$ cat config.mk
export PLATFORM = sky130hd
export DESIGN_NAME = pool_apb_sequencer
export DESIGN_NICKNAME = d
export VERILOG_FILES = /design/src/rtl/pool_apb_pkg.sv /design/src/rtl/apb_req_port.sv /design/src/rtl/pool_apb_sequencer.sv
export SDC_FILE = /design/constraint.sdc
export NUM_CORES = 1
export LEC_CHECK = 0
export ABC_AREA = 1
export ABC_CLOCK_PERIOD_IN_PS = 4840
export CORE_MARGIN = 1.5
export CORE_UTILIZATION = 53
export DETAILED_ROUTE_END_ITERATION = 12
export PLACE_DENSITY_LB_ADDON = 0.2
export SLEW_MARGIN = 10
export SYNTH_ARGS = -nofsm -noshare
export SYNTH_HDL_FRONTEND = slang
export SYNTH_HIERARCHICAL = 1
export SYNTH_SLANG_ARGS = --single-unit
$ cat constraint.sdc
create_clock -name CLK -period 4.84 [get_ports CLK]
set_input_delay 0.968 -clock CLK [delete_from_list [all_inputs] [get_ports CLK]]
set_output_delay 0.968 -clock CLK [all_outputs]
set_load 0.02 [all_outputs]
$ cat src/rtl/pool_apb_pkg.sv
// Shared register map, step encoding and FSM states for the pool block's APB interface.
// The pool block's APB slave decodes the same offsets.
package pool_apb_pkg;

  localparam logic [31:0] REG_CTRL    = 32'h00;
  localparam logic [31:0] REG_STATUS  = 32'h04;
  localparam logic [31:0] REG_IN_SIZE = 32'h08;
  localparam logic [31:0] REG_CH_SIZE = 32'h0C;
  localparam logic [31:0] REG_CLK_CNT = 32'h10;

  localparam int CTRL_START_BIT  = 0;
  localparam int STATUS_DONE_BIT = 0;

  // Ordered: every step at or after STEP_START runs with start set in the slave.
  typedef enum logic [2:0] {
    STEP_IN_SIZE = 3'd0,
    STEP_CH_SIZE = 3'd1,
    STEP_START   = 3'd2,
    STEP_POLL    = 3'd3,
    STEP_CLK_CNT = 3'd4,
    STEP_CLEAR   = 3'd5
  } step_t;

  typedef enum logic [2:0] {
    ST_IDLE   = 3'd0,
    ST_SETUP  = 3'd1,
    ST_ACCESS = 3'd2,
    ST_GAP    = 3'd3,
    ST_REPORT = 3'd4
  } state_t;

  typedef struct packed {
    logic [31:0] addr;
    logic        write;
    logic [31:0] wdata;
  } apb_cmd_t;

  function automatic apb_cmd_t step_cmd(input step_t step, input logic [5:0] in_size,
                                        input logic [8:0] ch_size);
    apb_cmd_t c;
    c = '0;
    case (step)
      STEP_IN_SIZE: begin c.addr = REG_IN_SIZE; c.write = 1'b1; c.wdata = {26'd0, in_size}; end
      STEP_CH_SIZE: begin c.addr = REG_CH_SIZE; c.write = 1'b1; c.wdata = {23'd0, ch_size}; end
      STEP_START:   begin c.addr = REG_CTRL;    c.write = 1'b1; c.wdata = 32'd1 << CTRL_START_BIT; end
      STEP_POLL:    begin c.addr = REG_STATUS;  c.write = 1'b0; end
      STEP_CLK_CNT: begin c.addr = REG_CLK_CNT; c.write = 1'b0; end
      default:      begin c.addr = REG_CTRL;    c.write = 1'b1; c.wdata = 32'd0; end
    endcase
    return c;
  endfunction

endpackage

$ cat src/rtl/apb_req_port.sv
// Single-transfer APB requester: req drives the SETUP cycle, ACCESS follows and holds until PREADY.
// done/err/rdata are valid combinationally in the completing ACCESS cycle; caller may req again then.
module apb_req_port
  import pool_apb_pkg::*;
(
  input  logic        CLK,
  input  logic        RESET,
  input  logic        req,
  input  logic [31:0] addr,
  input  logic        write,
  input  logic [31:0] wdata,
  output logic        done,
  output logic [31:0] rdata,
  output logic        err,
  output logic [31:0] PADDR,
  output logic        PSEL,
  output logic        PENABLE,
  output logic        PWRITE,
  output logic [31:0] PWDATA,
  input  logic [31:0] PRDATA,
  input  logic        PREADY,
  input  logic        PSLVERR
);

  logic        access_q;
  logic [31:0] addr_q;
  logic        write_q;
  logic [31:0] wdata_q;

  always_ff @(posedge CLK or posedge RESET) begin
    if (RESET) begin
      access_q <= 1'b0;
      addr_q   <= '0;
      write_q  <= 1'b0;
      wdata_q  <= '0;
    end else if (req) begin
      access_q <= 1'b1;
      addr_q   <= addr;
      write_q  <= write;
      wdata_q  <= wdata;
    end else if (access_q && PREADY) begin
      access_q <= 1'b0;
    end
  end

  // Address/control come straight from the caller in SETUP, then from the latched copy.
  assign PSEL    = req | access_q;
  assign PENABLE = access_q;
  assign PADDR   = req ? addr  : addr_q;
  assign PWRITE  = req ? write : write_q;
  assign PWDATA  = req ? wdata : wdata_q;

  assign done  = access_q & PREADY;
  assign err   = done & PSLVERR;
  assign rdata = PRDATA;

endmodule

$ cat src/rtl/pool_apb_sequencer.sv
// Runs one pooling job over APB: size writes, start, STATUS polling, CLK_CNT read, start clear, report.
// job_done 13 cycles after accept with a zero-wait slave; APB wait states simply stretch each ACCESS.
module pool_apb_sequencer
  import pool_apb_pkg::*;
#(
  parameter int POLL_GAP  = 4,
  parameter int MAX_POLLS = 65535
) (
  input  logic        CLK,
  input  logic        RESET,
  input  logic        job_valid,
  output logic        job_ready,
  input  logic [5:0]  job_input_size,
  input  logic [8:0]  job_channel_size,
  output logic        job_done,
  output logic        job_err,
  output logic [31:0] job_cycles,
  output logic        busy,
  output logic [31:0] PADDR,
  output logic        PSEL,
  output logic        PENABLE,
  output logic        PWRITE,
  output logic [31:0] PWDATA,
  input  logic [31:0] PRDATA,
  input  logic        PREADY,
  input  logic        PSLVERR
);

  localparam logic [15:0] GAP_LAST  = 16'(POLL_GAP - 1);
  localparam logic [16:0] MAX_POLLS_W = 17'(MAX_POLLS);

  state_t      state_q, state_n;
  step_t       step_q, step_n;
  logic [5:0]  in_size_q, in_size_n;
  logic [8:0]  ch_size_q, ch_size_n;
  logic [15:0] poll_q, poll_n;
  logic [15:0] gap_q, gap_n;
  logic        err_q, err_n;
  logic [31:0] cnt_q, cnt_n;
  logic [31:0] cycles_q, cycles_n;

  apb_cmd_t    cmd;
  logic        xfer_done;
  logic        xfer_err;
  logic [31:0] xfer_rdata;

  assign cmd = step_cmd(step_q, in_size_q, ch_size_q);

  apb_req_port u_port (
    .CLK     (CLK),
    .RESET   (RESET),
    .req     (state_q == ST_SETUP),
    .addr    (cmd.addr),
    .write   (cmd.write),
    .wdata   (cmd.wdata),
    .done    (xfer_done),
    .rdata   (xfer_rdata),
    .err     (xfer_err),
    .PADDR   (PADDR),
    .PSEL    (PSEL),
    .PENABLE (PENABLE),
    .PWRITE  (PWRITE),
    .PWDATA  (PWDATA),
    .PRDATA  (PRDATA),
    .PREADY  (PREADY),
    .PSLVERR (PSLVERR)
  );

  always_ff @(posedge CLK or posedge RESET) begin
    if (RESET) begin
      state_q   <= ST_IDLE;
      step_q    <= STEP_IN_SIZE;
      in_size_q <= '0;
      ch_size_q <= '0;
      poll_q    <= '0;
      gap_q     <= '0;
      err_q     <= 1'b0;
      cnt_q     <= '0;
      cycles_q  <= '0;
    end else begin
      state_q   <= state_n;
      step_q    <= step_n;
      in_size_q <= in_size_n;
      ch_size_q <= ch_size_n;
      poll_q    <= poll_n;
      gap_q     <= gap_n;
      err_q     <= err_n;
      cnt_q     <= cnt_n;
      cycles_q  <= cycles_n;
    end
  end

  always_comb begin
    state_n   = state_q;
    step_n    = step_q;
    in_size_n = in_size_q;
    ch_size_n = ch_size_q;
    poll_n    = poll_q;
    gap_n     = gap_q;
    err_n     = err_q;
    cnt_n     = cnt_q;
    cycles_n  = cycles_q;

    case (state_q)
      ST_IDLE: begin
        if (job_valid) begin
          state_n   = ST_SETUP;
          step_n    = STEP_IN_SIZE;
          in_size_n = job_input_size;
          ch_size_n = job_channel_size;
          poll_n    = '0;
          gap_n     = '0;
          err_n     = 1'b0;
        end
      end
      ST_SETUP: state_n = ST_ACCESS;
      ST_ACCESS: begin
        if (xfer_done) begin
          state_n = ST_SETUP;
          if (step_q == STEP_CLEAR) begin
            // Final clear: an error here is reported but never retried.
            state_n = ST_REPORT;
            if (xfer_err) err_n = 1'b1;
          end else if (xfer_err) begin
            err_n = 1'b1;
            if (step_q >= STEP_START) step_n = STEP_CLEAR;
            else                      state_n = ST_REPORT;
          end else begin
            case (step_q)
              STEP_IN_SIZE: step_n = STEP_CH_SIZE;
              STEP_CH_SIZE: step_n = STEP_START;
              STEP_START:   step_n = STEP_POLL;
              STEP_POLL: begin
                poll_n = poll_q + 16'd1;
                if (xfer_rdata[STATUS_DONE_BIT]) begin
                  step_n = STEP_CLK_CNT;
                end else if ({1'b0, poll_q} + 17'd1 >= MAX_POLLS_W) begin
                  err_n  = 1'b1;
                  step_n = STEP_CLEAR;
                end else if (POLL_GAP != 0) begin
                  state_n = ST_GAP;
                  gap_n   = '0;
                end
              end
              STEP_CLK_CNT: begin
                cnt_n  = xfer_rdata;
                step_n = STEP_CLEAR;
              end
              default: state_n = ST_REPORT;
            endcase
          end
        end
      end
      ST_GAP: begin
        gap_n = gap_q + 16'd1;
        if (gap_q == GAP_LAST) state_n = ST_SETUP;
      end
      ST_REPORT: state_n = ST_IDLE;
      default:   state_n = ST_IDLE;
    endcase

    // The cycle count becomes visible together with job_done, and only for a clean job.
    if (state_n == ST_REPORT && state_q != ST_REPORT && !err_n) cycles_n = cnt_q;
  end

  assign job_ready  = (state_q == ST_IDLE);
  assign busy       = (state_q != ST_IDLE);
  assign job_done   = (state_q == ST_REPORT);
  assign job_err    = (state_q == ST_REPORT) && err_q;
  assign job_cycles = cycles_q;

endmodule

## Word-level counts from Yosys, hierarchy flattened

Index checks and enable logic that the tools add are counted.
W data, S select, Z words.

| operators by class | value |
|---|---|
| add/subtract/negate cells | 3 |
| order comparisons | 2 |
| eq/ne operators | 22 |
| mux-type cells | 48 |
| bitwise logic cells | 5 |
| reductions and logical operators | 17 |

Operators with widths:

| cell | number |
|---|---|
| $mux W16 | 11 |
| $mux W32 | 2 |
| $pmux W16 S3 | 1 |
| $mux W3 | 13 |
| $add A16 B1 Y16 const B | 2 |
| $pmux W16 S2 | 1 |
| $pmux W9 S3 | 1 |
| $pmux W6 S4 | 1 |
| $add A16 B1 Y17 const B | 1 |
| $ge A17 B16 Y1 const B | 1 |
| $eq A16 B2 Y1 const B | 1 |
| $pmux W3 S5 | 1 |
| $eq A3 B2 Y1 const B | 4 |
| $eq A3 B3 Y1 const B | 4 |
| $ne A2 B2 Y1 const B | 6 |
| $pmux W3 S2 | 2 |
| $pmux W3 S4 | 1 |
| $mux W1 | 11 |
| $reduce_and A8 Y1 | 1 |
| $ne A7 B2 Y1 const B | 1 |
| $reduce_and A7 Y1 | 1 |
| $eq A3 B1 Y1 const B | 2 |
| $logic_not A3 Y1 | 2 |
| $ne A3 B3 Y1 const B | 2 |
| other kinds (16) | 24 |

| storage, ports and cells | value |
|---|---|
| bits in registers | 184 |
| bits of input ports | 52 |
| output and inout bits | 103 |
| logic and storage cells | 110 |

## Longest topological paths before layout

| logic depth | value |
|---|---|
| depth after elaboration | 12 |
| depth in mapped cells | 16 |
| depth with buffers taken out | 16 |

## Modules after synthesis

The synthesis kept the hierarchy.

By module, submodules not included:

| module | instances | cells each | area each (um2) | sequential area each (um2) |
|---|---|---|---|---|
| pool_apb_sequencer | 1 | 632 | 5,647.9 | 2,952.8 |
| apb_req_port | 1 | 316 | 2,743.9 | 1,651.6 |

## Worst setup path after synthesis

Ideal clock, no wire load.

| timing path | value |
|---|---|
| kind | input port to flip-flop |
| start point | input PREADY |
| end point | register cnt_q[15] |
| setup time | 0.125 ns |
| arrival time | 2.373 ns |
| data required time | 4.715 ns |
| slack | 2.342 ns |
| cell stages on the path | 6 |
| buffers on the path | 1 |
| cells stage by stage | nand2_1 > nor2_1 > inv_1 > nand4_1 > clkbuf_1 > mux2_2 |

| between the ends | value |
|---|---|
| longest elaborated chain between the ends | 4 |

RTL lines:

| what | line | RTL |
|---|---|---|
| start: declaration | pool_apb_sequencer.sv:25 | `input logic PREADY,` |
| $and A1 B1 Y1 | apb_req_port.sv:53 | `assign done = access_q & PREADY;` |
| $and A1 B1 Y1 | apb_req_port.sv:54 | `assign err = done & PSLVERR;` |
| named net xfer_err | pool_apb_sequencer.sv:44 | `logic xfer_err;` |
| $not A1 Y1 (no line) | -- |  |
| $reduce_and A5 Y1 (no line) | -- |  |
| end signal: assignment | pool_apb_sequencer.sv:88 | `cnt_q <= cnt_n;` |
| end: declaration | pool_apb_sequencer.sv:39 | `logic [31:0] cnt_q, cnt_n;` |

The timed path passes the listed nets, and every way through them passes these cells.
A chain may end at the register's enable or synchronous reset.

## Final worst setup path

| timing path | value |
|---|---|
| start point | register state_q[0] |
| end point | output PWRITE |

| between the ends | value |
|---|---|
| longest elaborated chain between the ends | 2 |

RTL lines:

| what | line | RTL |
|---|---|---|
| start: declaration | pool_apb_sequencer.sv:32 | `state_t state_q, state_n;` |
| start signal: assignment | pool_apb_sequencer.sv:81 | `state_q <= state_n;` |
| $eq A3 B1 Y1 | pool_apb_sequencer.sv:52 | `.req (state_q == ST_SETUP),` |
| $mux W1 | apb_req_port.sv:50 | `assign PWRITE = req ? write : write_q;` |
| end: declaration | pool_apb_sequencer.sv:22 | `output logic PWRITE,` |

No other way between the ends.

==> metrics <==
share of cells above drive strength 1 8.81%; Comb pwr share 41.3%; Vias 6689; Final setup viols 0; vias per std cell 5.01; Worst VDD drop 0.331 mV; Area Growth Syn to Fin 26.5%; Reg clk slew, reported paths 0.07 ns; Worst slew margin 27.9%; Period minus WS final 3.69 ns; Yosys reg bits 184; DRT iter0 DRCs 463; Core ar. 0.0153 mm²; cells resized by post-CTS repair 0; CTS root buf clkbuf_16; Worst Hold Class flop to flop; Rows 45; commonest non-fill, non-tap cell in the layout nand2_1; vias in the first global route 6298; DIE WIDTH 129 µm; Post-Route Setup TNS 0 ns; Slew @ Worst Pin 1.08 ns; num ports 155; Layout Skew 0.0111 ns; Post-Synthesis Cells 948; top-area cell type share of the netlist area 54.9%; period utilisation layout 76.3%; status finished clean; critical path launch point type flop; PwrDens 569 mW/mm²; GRT Util Overall 23.2%; # hold bufs at CTS 0; setup repair after global routing missed its margin false; Hold Vio Cnt, Final 0; min-delay src u_port/wdata_q[10]; PortBufs 154; WS Path Type flop to output port; drt total wl 18400 µm; crit path launch state_q[0]; H-tree depth 4; CTS Buf Count 17; largest net degree at the start of global routing 114; Reg power frac 35.7%; die area 0.0166 mm²; Placed Cells 1304; FMAX 271 MHz; max cap viols 0; fin nets 1167; Yosys cell types 35; Pint 3810 µW; Filler Cell Count 1245; final weighted congestion in routability-driven placement 0.863; Mapped Area 0.00839 mm²; max-slew violation total from the final report 0; CP max FO 66; dpl hpwl 12300 µm; DRT Pass-1 Iters 5; TritonCTS clock tree built; ANT cells 0; Seq/Total Area, Yosys 54.9%; crit path DAT 2.73 ns; residual DRC count 0; clock sink count 184; clock network power share 23.0%; Net Sw Frac 37.0%; postcts setup bufs 0; Yosys top cell by area dfrtp_1; CP endpoint kind output port; GR Overflow Total 0; ANT nets after route 0; syn avg cell area 8.85 µm²; Longest Clk Path Bufs 2; Routed WL per cell 13.8 µm; first-pass GRT wire length 30400 µm; starting density of the core 54.8%; critical path required time 3.87 ns; Reg-to-Reg Start poll_q[1]; synth warn 6; clk_lat worst skew 0.43 ns; chip height 129 µm; LEAKAGE 0.00525 µW; Final Non-Filler Cells 1335; net switching power 2240 µW; most frequent cells in the layout nand2_1, dfrtp_1, clkdlybuf4s50_1; antenna violations before repair 0; Area contributors post-synth dfrtp_1, nand2_1, mux2_2
power groups by stage:
stage	registers, µW	logic, µW	clock network, µW
2_1_floorplan	2160	1500	0
3_3_place_gp	2170	2460	0
3_5_place_dp	2190	2500	0
4_1_cts	2160	2520	1420
5_1_grt	2200	2730	1480
6_report	2160	2490	1390
layer usage:
layer,vias up,track usage (%),routed length [µm]
met5,-,0,0
met3,17,5.90,1220
met2,202,37.1,8740
li1,3285,-,-
met4,0,7.20,247
met1,3185,31.4,8160
synthesized netlist by cell type:
master    number
ha_1           3
nor3_1         9
clkbuf_1      10
inv_1         62
mux2_2        37
nand2_2        3
a21o_2         1
buf_2         15
nor2_1        44
nand2_1      365
nand3_2        1
nand3_4        2
or2_2          1
or3_1          1
inv_2          2
nor4_1         3
nand3_1       41
dfrtp_1      184
conb_1         1
o21ai_1        6
nand4_1       41
nor3_4         2
buf_6          3
a21oi_1        9
xor2_1        11
nand3b_1       1
and2_1         1
o21ai_2        1
o22ai_1        9
o211ai_1       2
nor2_2         8
o21bai_1       1
xnor2_1        1
o21ai_0       28
buf_4         39
through the flow:
| step | worst slack [ns] | util (%) | hold WS [ns] | instance area [µm²] | total power, µW |
|---|---|---|---|---|---|
| 6_report | 1.15 | 69.3 | 0.468 | 10600 | 6040 |
| 5_1_grt | 0.898 | 69.3 | 0.494 | 10600 | 6420 |
| 4_1_cts | 1.10 | 69.3 | 0.475 | 10600 | 6100 |
| 3_5_place_dp | 1.45 | 65.4 | 0.458 | 10000 | 4690 |
| 3_3_place_gp | 1.54 | 65.4 | 0.448 | 10000 | 4630 |
| 2_1_floorplan | 0.743 | - | 0.454 | 8580 | 3660 |
worst paths after layout:
kind / to / slack [ns] / cells after the start
min in group asynchronous: poll_q[9] / 0.82 / 2
max in group asynchronous: u_port/addr_q[15] / 2.86 / 3
max reg2reg: job_cycles[9] / 2.06 / 14
min reg2reg: u_port/wdata_q[10] / 0.47 / 2
min: u_port/wdata_q[10] / 0.47 / 2
max: PWRITE / 1.15 / 6
area by class of cell:
| cell class | count | area [µm²] | area share (%) |
|---|---|---|---|
| inverter | 64 | 243 | 2.29 |
| multi-input combinational | 684 | 3300 | 31.1 |
| sequential | 184 | 4600 | 43.4 |
| timing repair buffer | 161 | 1610 | 15.1 |
| clock inverter | 12 | 143 | 1.34 |
| clock buffer | 19 | 453 | 4.27 |
| tap | 211 | 264 | 2.49 |
kinds of logic after synthesis:
kind of cell / after synthesis / synth area share (%)
mux: 37 / 4.96
buf+inv: 131 / 8.10
simple gates: 523 / 26.6
fa+ha+maj: 3 / 0.447
flops: 184 / 54.9
compound gates: 57 / 3.71
other cells: 1 / 0.0447
xor+xnor: 12 / 1.25
state kept, by name, indices dropped and copies added (netlist names):
name,flops
ch_size_q,9
cnt_q,32
err_q,1
gap_q,16
in_size_q,6
job_cycles,32
poll_q,16
state_q,3
step_q,3
u_port/PENABLE,1
u_port/addr_q,32
u_port/wdata_q,32
u_port/write_q,1
worst max-delay path: stages, from the launching register on:
cell and delay [ns]:
dfrtp_1 0.43, inv_1 0.11, nor3_2 0.05, inv_2 0.77, nand2_1 0.15, nand2_1 0.12, clkdlybuf4s50_1 0.64
(Power assumes the default switching activity.)
